$ cat config.mk
export PLATFORM = sky130hd
export DESIGN_NAME = ps2_key_decoder
export DESIGN_NICKNAME = d
export VERILOG_FILES = /design/src/rtl/ps2_key_decoder.sv
export SDC_FILE = /design/constraint.sdc
export NUM_CORES = 1
export LEC_CHECK = 0
export BUFFER_PORTS_ARGS = -buffer_cell sky130_fd_sc_hd__buf_2
export CAP_MARGIN = 5
export CORE_ASPECT_RATIO = 1.2
export CORE_MARGIN = 4
export CORE_UTILIZATION = 40
export DETAILED_ROUTE_END_ITERATION = 10
export PLACE_DENSITY_LB_ADDON = 0.3
export SYNTH_ARGS = -nofsm -noshare
export SYNTH_HDL_FRONTEND = slang
export SYNTH_SLANG_ARGS = --single-unit
$ cat constraint.sdc
create_clock -name clk -period 2.2 [get_ports clk]
set_clock_uncertainty 0.1 [all_clocks]
set_input_delay 0.44 -clock clk [delete_from_list [all_inputs] [get_ports clk]]
set_output_delay 0.44 -clock clk [all_outputs]
set_load 0.005 [all_outputs]
$ cat src/rtl/ps2_key_decoder.sv
// PS/2 Set-2 scancode decoder: tracks prefixes (E0/F0/E1), held state of the
// game keys, and the last completed make code for the hex display.
module ps2_key_decoder #(
  parameter int unsigned TIMEOUT_CYCLES = 2000000,
  parameter int unsigned PAUSE_SKIP     = 7
) (
  input  logic       clk,
  input  logic       rst,
  input  logic [7:0] key,
  input  logic       new_event,
  output logic       left_held,
  output logic       right_held,
  output logic       jump_held,
  output logic       jump_press,
  output logic       esc_press,
  output logic [7:0] last_code,
  output logic       last_ext,
  output logic       code_valid
);

  localparam int unsigned CW = (TIMEOUT_CYCLES > 1) ? $clog2(TIMEOUT_CYCLES) : 1;
  localparam int unsigned SW = (PAUSE_SKIP > 7) ? $clog2(PAUSE_SKIP + 1) : 3;
  localparam logic [CW-1:0] TO_LAST   = CW'(TIMEOUT_CYCLES - 1);
  localparam logic [SW-1:0] SKIP_LOAD = SW'(PAUSE_SKIP);

  typedef enum logic [2:0] {
    S_IDLE    = 3'd0,
    S_EXT     = 3'd1,
    S_BRK     = 3'd2,
    S_EXT_BRK = 3'd3,
    S_SKIP    = 3'd4
  } state_t;

  function automatic logic is_ctrl(input logic [7:0] b);
    case (b)
      8'hAA, 8'hFA, 8'hFE, 8'hEE, 8'h00, 8'hFF: is_ctrl = 1'b1;
      default:                                  is_ctrl = 1'b0;
    endcase
  endfunction

  state_t          state_q, state_d;
  logic [CW-1:0]   cnt_q, cnt_d;
  logic [SW-1:0]   skip_q, skip_d;
  logic            a_q, a_d, lx_q, lx_d, d_q, d_d, rx_q, rx_d;
  logic            jump_q, jump_d, esc_q, esc_d;
  logic            left_q, left_d, right_q, right_d;
  logic            jump_press_q, jump_press_d, esc_press_q, esc_press_d;
  logic [7:0]      last_code_q, last_code_d;
  logic            last_ext_q, last_ext_d, code_valid_q, code_valid_d;
  logic            make_ev, brk_ev, ev_ext;

  // Next-state: prefix FSM, timeout/skip counters, and key-state updates.
  always_comb begin
    state_d      = state_q;
    cnt_d        = cnt_q;
    skip_d       = skip_q;
    a_d          = a_q;
    lx_d         = lx_q;
    d_d          = d_q;
    rx_d         = rx_q;
    jump_d       = jump_q;
    esc_d        = esc_q;
    jump_press_d = 1'b0;
    esc_press_d  = 1'b0;
    code_valid_d = 1'b0;
    last_code_d  = last_code_q;
    last_ext_d   = last_ext_q;
    make_ev      = 1'b0;
    brk_ev       = 1'b0;
    ev_ext       = 1'b0;

    if (new_event) begin
      cnt_d = '0;
      case (state_q)
        S_IDLE: begin
          if (key == 8'hE0) begin
            state_d = S_EXT;
          end else if (key == 8'hF0) begin
            state_d = S_BRK;
          end else if (key == 8'hE1) begin
            state_d = S_SKIP;
            skip_d  = SKIP_LOAD;
          end else if (is_ctrl(key)) begin
            state_d = S_IDLE;
          end else begin
            make_ev = 1'b1;
          end
        end
        S_EXT: begin
          if (key == 8'hF0) begin
            state_d = S_EXT_BRK;
          end else if (key == 8'hE0) begin
            state_d = S_EXT;
          end else begin
            make_ev = 1'b1;
            ev_ext  = 1'b1;
            state_d = S_IDLE;
          end
        end
        S_BRK: begin
          if (key == 8'hF0) begin
            state_d = S_BRK;
          end else if (key == 8'hE0) begin
            state_d = S_EXT_BRK;
          end else begin
            brk_ev  = 1'b1;
            state_d = S_IDLE;
          end
        end
        S_EXT_BRK: begin
          if ((key == 8'hF0) || (key == 8'hE0)) begin
            state_d = S_EXT_BRK;
          end else begin
            brk_ev  = 1'b1;
            ev_ext  = 1'b1;
            state_d = S_IDLE;
          end
        end
        S_SKIP: begin
          skip_d = skip_q - SW'(1);
          if (skip_q <= SW'(1)) begin
            state_d = S_IDLE;
          end else begin
            state_d = S_SKIP;
          end
        end
        default: state_d = S_IDLE;
      endcase
    end else if (state_q != S_IDLE) begin
      // A pending prefix with no follow-up byte is abandoned silently.
      if (cnt_q == TO_LAST) begin
        state_d = S_IDLE;
        cnt_d   = '0;
      end else begin
        cnt_d = cnt_q + CW'(1);
      end
    end else begin
      cnt_d = '0;
    end

    if (make_ev) begin
      last_code_d  = key;
      last_ext_d   = ev_ext;
      code_valid_d = 1'b1;
      if (ev_ext) begin
        case (key)
          8'h6B:   lx_d = 1'b1;
          8'h74:   rx_d = 1'b1;
          default: lx_d = lx_q;
        endcase
      end else begin
        case (key)
          8'h1C: a_d = 1'b1;
          8'h23: d_d = 1'b1;
          8'h29: begin
            jump_d       = 1'b1;
            jump_press_d = ~jump_q;
          end
          8'h76: begin
            esc_d       = 1'b1;
            esc_press_d = ~esc_q;
          end
          default: a_d = a_q;
        endcase
      end
    end else if (brk_ev) begin
      if (ev_ext) begin
        case (key)
          8'h6B:   lx_d = 1'b0;
          8'h74:   rx_d = 1'b0;
          default: lx_d = lx_q;
        endcase
      end else begin
        case (key)
          8'h1C:   a_d    = 1'b0;
          8'h23:   d_d    = 1'b0;
          8'h29:   jump_d = 1'b0;
          8'h76:   esc_d  = 1'b0;
          default: a_d    = a_q;
        endcase
      end
    end else begin
      last_code_d = last_code_q;
    end

    left_d  = a_d | lx_d;
    right_d = d_d | rx_d;
  end

  // State and output registers.
  always_ff @(posedge clk or negedge rst) begin
    if (!rst) begin
      state_q      <= S_IDLE;
      cnt_q        <= '0;
      skip_q       <= '0;
      a_q          <= 1'b0;
      lx_q         <= 1'b0;
      d_q          <= 1'b0;
      rx_q         <= 1'b0;
      jump_q       <= 1'b0;
      esc_q        <= 1'b0;
      left_q       <= 1'b0;
      right_q      <= 1'b0;
      jump_press_q <= 1'b0;
      esc_press_q  <= 1'b0;
      last_code_q  <= 8'h00;
      last_ext_q   <= 1'b0;
      code_valid_q <= 1'b0;
    end else begin
      state_q      <= state_d;
      cnt_q        <= cnt_d;
      skip_q       <= skip_d;
      a_q          <= a_d;
      lx_q         <= lx_d;
      d_q          <= d_d;
      rx_q         <= rx_d;
      jump_q       <= jump_d;
      esc_q        <= esc_d;
      left_q       <= left_d;
      right_q      <= right_d;
      jump_press_q <= jump_press_d;
      esc_press_q  <= esc_press_d;
      last_code_q  <= last_code_d;
      last_ext_q   <= last_ext_d;
      code_valid_q <= code_valid_d;
    end
  end

  assign left_held  = left_q;
  assign right_held = right_q;
  assign jump_held  = jump_q;
  assign jump_press = jump_press_q;
  assign esc_press  = esc_press_q;
  assign last_code  = last_code_q;
  assign last_ext   = last_ext_q;
  assign code_valid = code_valid_q;

endmodule

## Word-level counts from Yosys, hierarchy flattened

Cells that the tools add are included.

- Bits in registers: 47
- Logic and storage cells: 143

- $add $sub $neg: 2
- $lt $le $gt $ge: 1
- Eq/ne operators: 23
- Muxes and demuxes: 83
- Bitwise logic cells: 5
- Reductions and logical operators: 13

Operators with widths:

| cell | count |
|---|---|
| $eq A8 B8 Y1 const B | 8 |
| $mux W21 | 3 |
| $mux W1 | 60 |
| $mux W3 | 11 |
| $eq A8 B7 Y1 const B | 3 |
| $add A21 B1 Y21 const B | 1 |
| $eq A21 B21 Y1 const B | 1 |
| $eq A8 B6 Y1 const B | 2 |
| $pmux W3 S5 | 1 |
| $reduce_and A3 Y1 | 3 |
| $eq A8 B5 Y1 const B | 1 |
| $logic_not A8 Y1 | 1 |
| $mux W2 | 4 |
| $reduce_bool A2 Y1 | 4 |
| $eq A3 B2 Y1 const B | 2 |
| $ne A2 B2 Y1 const B | 3 |
| $ne A6 B6 Y1 const B | 1 |
| $pmux W1 S2 | 3 |
| $pmux W3 S2 | 1 |
| $reduce_or A6 Y1 | 1 |
| $reduce_and A5 Y1 | 1 |
| $eq A3 B1 Y1 const B | 1 |
| $eq A3 B3 Y1 const B | 1 |
| $le A3 B1 Y1 const B | 1 |
| 6 further kinds | 9 |

## Depth between registers and ports, before layout

- Depth after elaboration: 16
- Mapped depth: 10
- Depth with buffers taken out: 7

## Worst setup path after synthesis

OpenSTA, ideal clock, no wires.

- Path type: input -> register
- Start: input port key[4]
- End: register last_code_q[0] (netlist: last_code[0])
- Setup time: 0.125 ns
- Data arrival time: 2.048 ns
- Required time: 1.975 ns
- Setup slack: -0.073 ns
- Stages on the path: 9
- Path buffers: 3
- Path through: buf_6 > o21bai_1 > a211oi_1 > or4_1 > buf_6 > and2_4 > buf_12 > inv_12 > mux2_4

- Cells in the longest elaborated chain, start to end: 14

RTL lines:

| item | RTL line | text |
|---|---|---|
| start, declared | 9 | `input logic [7:0] key,` |
| $eq A8 B8 Y1 or $logic_not A8 Y1 (tied branches) | 35 | `case (b)` |
| $reduce_or A6 Y1 | 35 |  |
| $mux W1 | 35 |  |
| $mux W1 | 80 | `end else if (key == 8'hE1) begin` |
| $mux W1 | 78 | `end else if (key == 8'hF0) begin` |
| $mux W1 | 76 | `if (key == 8'hE0) begin` |
| $mux W1 | 74 | `case (state_q)` |
| $mux W1 | 72 | `if (new_event) begin` |
| $mux W1 | 83 | `end else if (is_ctrl(key)) begin` |
| $mux W1 | 80 |  |
| $mux W1 | 78 |  |
| $mux W1 | 76 |  |
| $pmux W1 S2 * | 74 |  |
| $mux W1 * | 72 |  |
| end signal, assigned | 223 | `last_code_q <= last_code_d;` |
| end, declared | 48 | `logic [7:0] last_code_q, last_code_d;` |

Mark *: on every way between the ends. The rest lies on a longest branch, timed or not. The select of a mux whose other input is x is not followed.
A chain may end at the register's enable or synchronous reset.

## Worst setup path in the final report

- Start: register cnt_q[14]
- End: register state_q[0]

- Cells in the longest elaborated chain, start to end: 3

RTL lines:

| item | RTL line | text |
|---|---|---|
| start, declared | 42 | `logic [CW-1:0] cnt_q, cnt_d;` |
| start signal, assigned | 211 | `cnt_q <= cnt_d;` |
| $eq A21 B21 Y1 | 131 | `if (cnt_q == TO_LAST) begin` |
| $reduce_bool A2 Y1 (no source line) | - |  |
| $reduce_and A3 Y1 (no source line) | - |  |
| end signal, assigned | 210 | `state_q <= state_d;` |
| end, declared | 41 | `state_t state_q, state_d;` |

Every way passes these cells.

==> results.yml <==
status:
  status: "complete, no violations"
synth:
  netlist_instances: 245
  async_flop_share: 1.00
  synth-main-ff-cell: "dfrtp_1"
  ys_warn_count: 0
  yosys_register_bits: 47
  synth_fp_nets: 259
  ys_seq_area_frac: 0.475
  syn-cell-area_um2: 2470
  postSynthAreaPerCell_um2: 10.1
  ys_types: 50
  synth_edf_count: 0
floorplan:
  start_util: 0.412
  pin_count: 26
  rows: 31
  die_w_um: 79.8
  die_y_um: 94.2
  core_area_um2: 6010
  dieArea_um2: 7510
drt:
  drt_wl_total_um: 5060
  routed_via_density: 5.18
  wire_per_inst_um: 13.6
  ant_nets: 0
  vias: 1926
  firstDrtPassIters: 4
  drt_iter0_markers: 51
  drc: 0
global_route:
  grt_max_degree: 28
  track_usage: 0.146
  gr-total-overflow: 0
  grt_first_pass_wirelength_um: 8710
  first_global_vias: 1906
  antenna_found_initial: 0
setup_path:
  cp_num_buf_inv: 0
  r2r_start: "cnt_q[14]"
  reg2regPathDepth: 4
  critPathCaptureType: "flip-flop"
  start_kind: "flip-flop"
  path_class: "flip-flop to flip-flop"
  path_cells: "or4_1, or4_1, o2bb2ai_1, a21oi_1"
  cpPeakStageDelay_ns: 0.59
  cpMostUsedCell: "or4_1"
  slowest_stage: "or4_1"
  path_delay_family: "simple AND/OR/NAND/NOR gates"
  crit_path_end: "state_q[0]"
  worstPathRequired_ns: 2.29
  arrival_ns: 2.14
  cp_max_fo: 5
  r2r_slack_ns: 0.14
  cp_num_cells: 4
  critPathLaunch: "cnt_q[14]"
  rr_endpoint: "state_q[0]"
final_layout:
  nets: 303
  area_delta_synth_final_pct: 17.5
  layout_common_cells: "dfrtp_1 (47), nor2_1 (35), buf_2 (25), buf_4 (20), nand2_1 (16)"
  drive_gt1_frac: 0.231
  final_common_cell: "dfrtp_1"
  fin_util: 0.484
  fin_cells: 372
  stdcell_area_um2: 2910
  num_antenna_cells: 0
clock_network:
  clockBufferDepth: 2
  cts_resized: 0
  cts_num_sinks: 47
  clk_pin_slew_ns: 0.09
  cts_hold_buffers: 0
  cts-root-buf: "clkbuf_8"
  cts_setup_buffers: 0
  cts_tree: "yes"
  worstSkewPairLatency_ns: 0.30
  htree_num_levels: 2
  numCtsBuffers: 5
sta:
  rsz0062_at_grt: "false"
  finalCritPeriodShare: 0.935
  setup_viol: 0
  max_slew.worst_pin.slew_ns: 0.606
  postLayoutSetupSlackWorst_ns: 0.144
  tns_ns: 0
  drv_slew: 0
  fin_crit_ns: 2.06
  hold_viol: 0
  hold-worst-slack_ns: 0.0425
  relSlewSlack: 0.596
  max_freq_mhz: 486
power:
  irDropWorstVdd_uv: 462
  p_total_mw: 2.00
  p_leak_nw: 1.34
  p_per_area_nw_per_um2: 686
run:
  maxCapViolCount: 0
placement:
  port_buffers: 25
  place.gp.congestion: 0.783
  placed_area_um2: 2810
  dp_hpwl_um: 3830
  dp.cells: 364
  dp_slack_ns: 0.0231
hold_path:
  holdCritPathClass: "input port to asynchronous set/reset pin"
-- cells in the mapped netlist (2+ instances only) --
cell type  number  area [µm²]
a21oi_1         3        15.0
a221oi_1        2        17.5
a31oi_1         2        12.5
and3_1          6        37.5
and3b_1         2        17.5
and4b_1         2        20.0
buf_2           3        15.0
buf_6           3        33.8
clkbuf_1        2        7.51
dfrtp_1        47        1180
ha_1            3        37.5
inv_1           8        30.0
mux2_4          7         105
nand2_1        16        60.1
nand2b_1        2        12.5
nand3_1        14        70.1
nand4_1        10        62.6
nand4b_1        4        35.0
nor2_1         35         131
nor3_1          5        25.0
nor3b_1         2        15.0
nor4_1          4        25.0
o21ai_0        12        60.1
or3_1           2        12.5
or4_1           6        45.0
xnor2_1         6        52.6
xor2_1         14         123
-- kinds of logic after synthesis --
kind of cell | share of synthesized area
AOI/OAI and AO/OA | 0.0814
xor gates and xnor gates | 0.0708
buffers and inverters | 0.0526
and+or+nand+nor | 0.262
muxes | 0.0425
adders and majority gates | 0.0152
DFF | 0.475
-- power breakdown --
group,switching (mW),internal [mW],leakage (nW)
Combinational,0.207,0.224,0.668
Sequential,0.0575,0.954,0.627
Clock,0.297,0.257,0.0474
-- state kept, by name (all words and copies together), names as in the netlist --
name and flops:
cnt_q 21, last_code 8, skip_q 3, state_q 3
a_q 1, code_valid 1, d_q 1, esc_press 1
esc_q 1, jump_held 1, jump_press 1, last_ext 1
left_held 1, lx_q 1, right_held 1, rx_q 1
-- layout make-up --
type                    instances  area, µm²
fillers                       574       3100
clock inverters                 2       16.3
well taps                      82        103
inverters                       9       46.3
flip-flops and latches         47       1180
multi-input cells             179       1170
clock buffers                   6       82.6
repair buffers                 47        315
-- metal layers --
layer | routed length, µm | GRT usage
met2 | 2560 | 0.254
met5 | 0 | 0
met4 | 114 | 0.0592
met1 | 2190 | 0.172
met3 | 195 | 0.0345
-- worst min path at each step --
stage	to	slack, ns	cells past startpoint
3_5_place_dp	esc_press	0.33	1
3_3_place_gp	esc_press	0.32	1
2_1_floorplan	a_q	0.04	0
6_report	jump_press	0.04	1
4_1_cts	jump_press	0.05	1
5_1_grt	jump_press	0.08	1
Note: power is estimated with default switching activity, not from simulation.
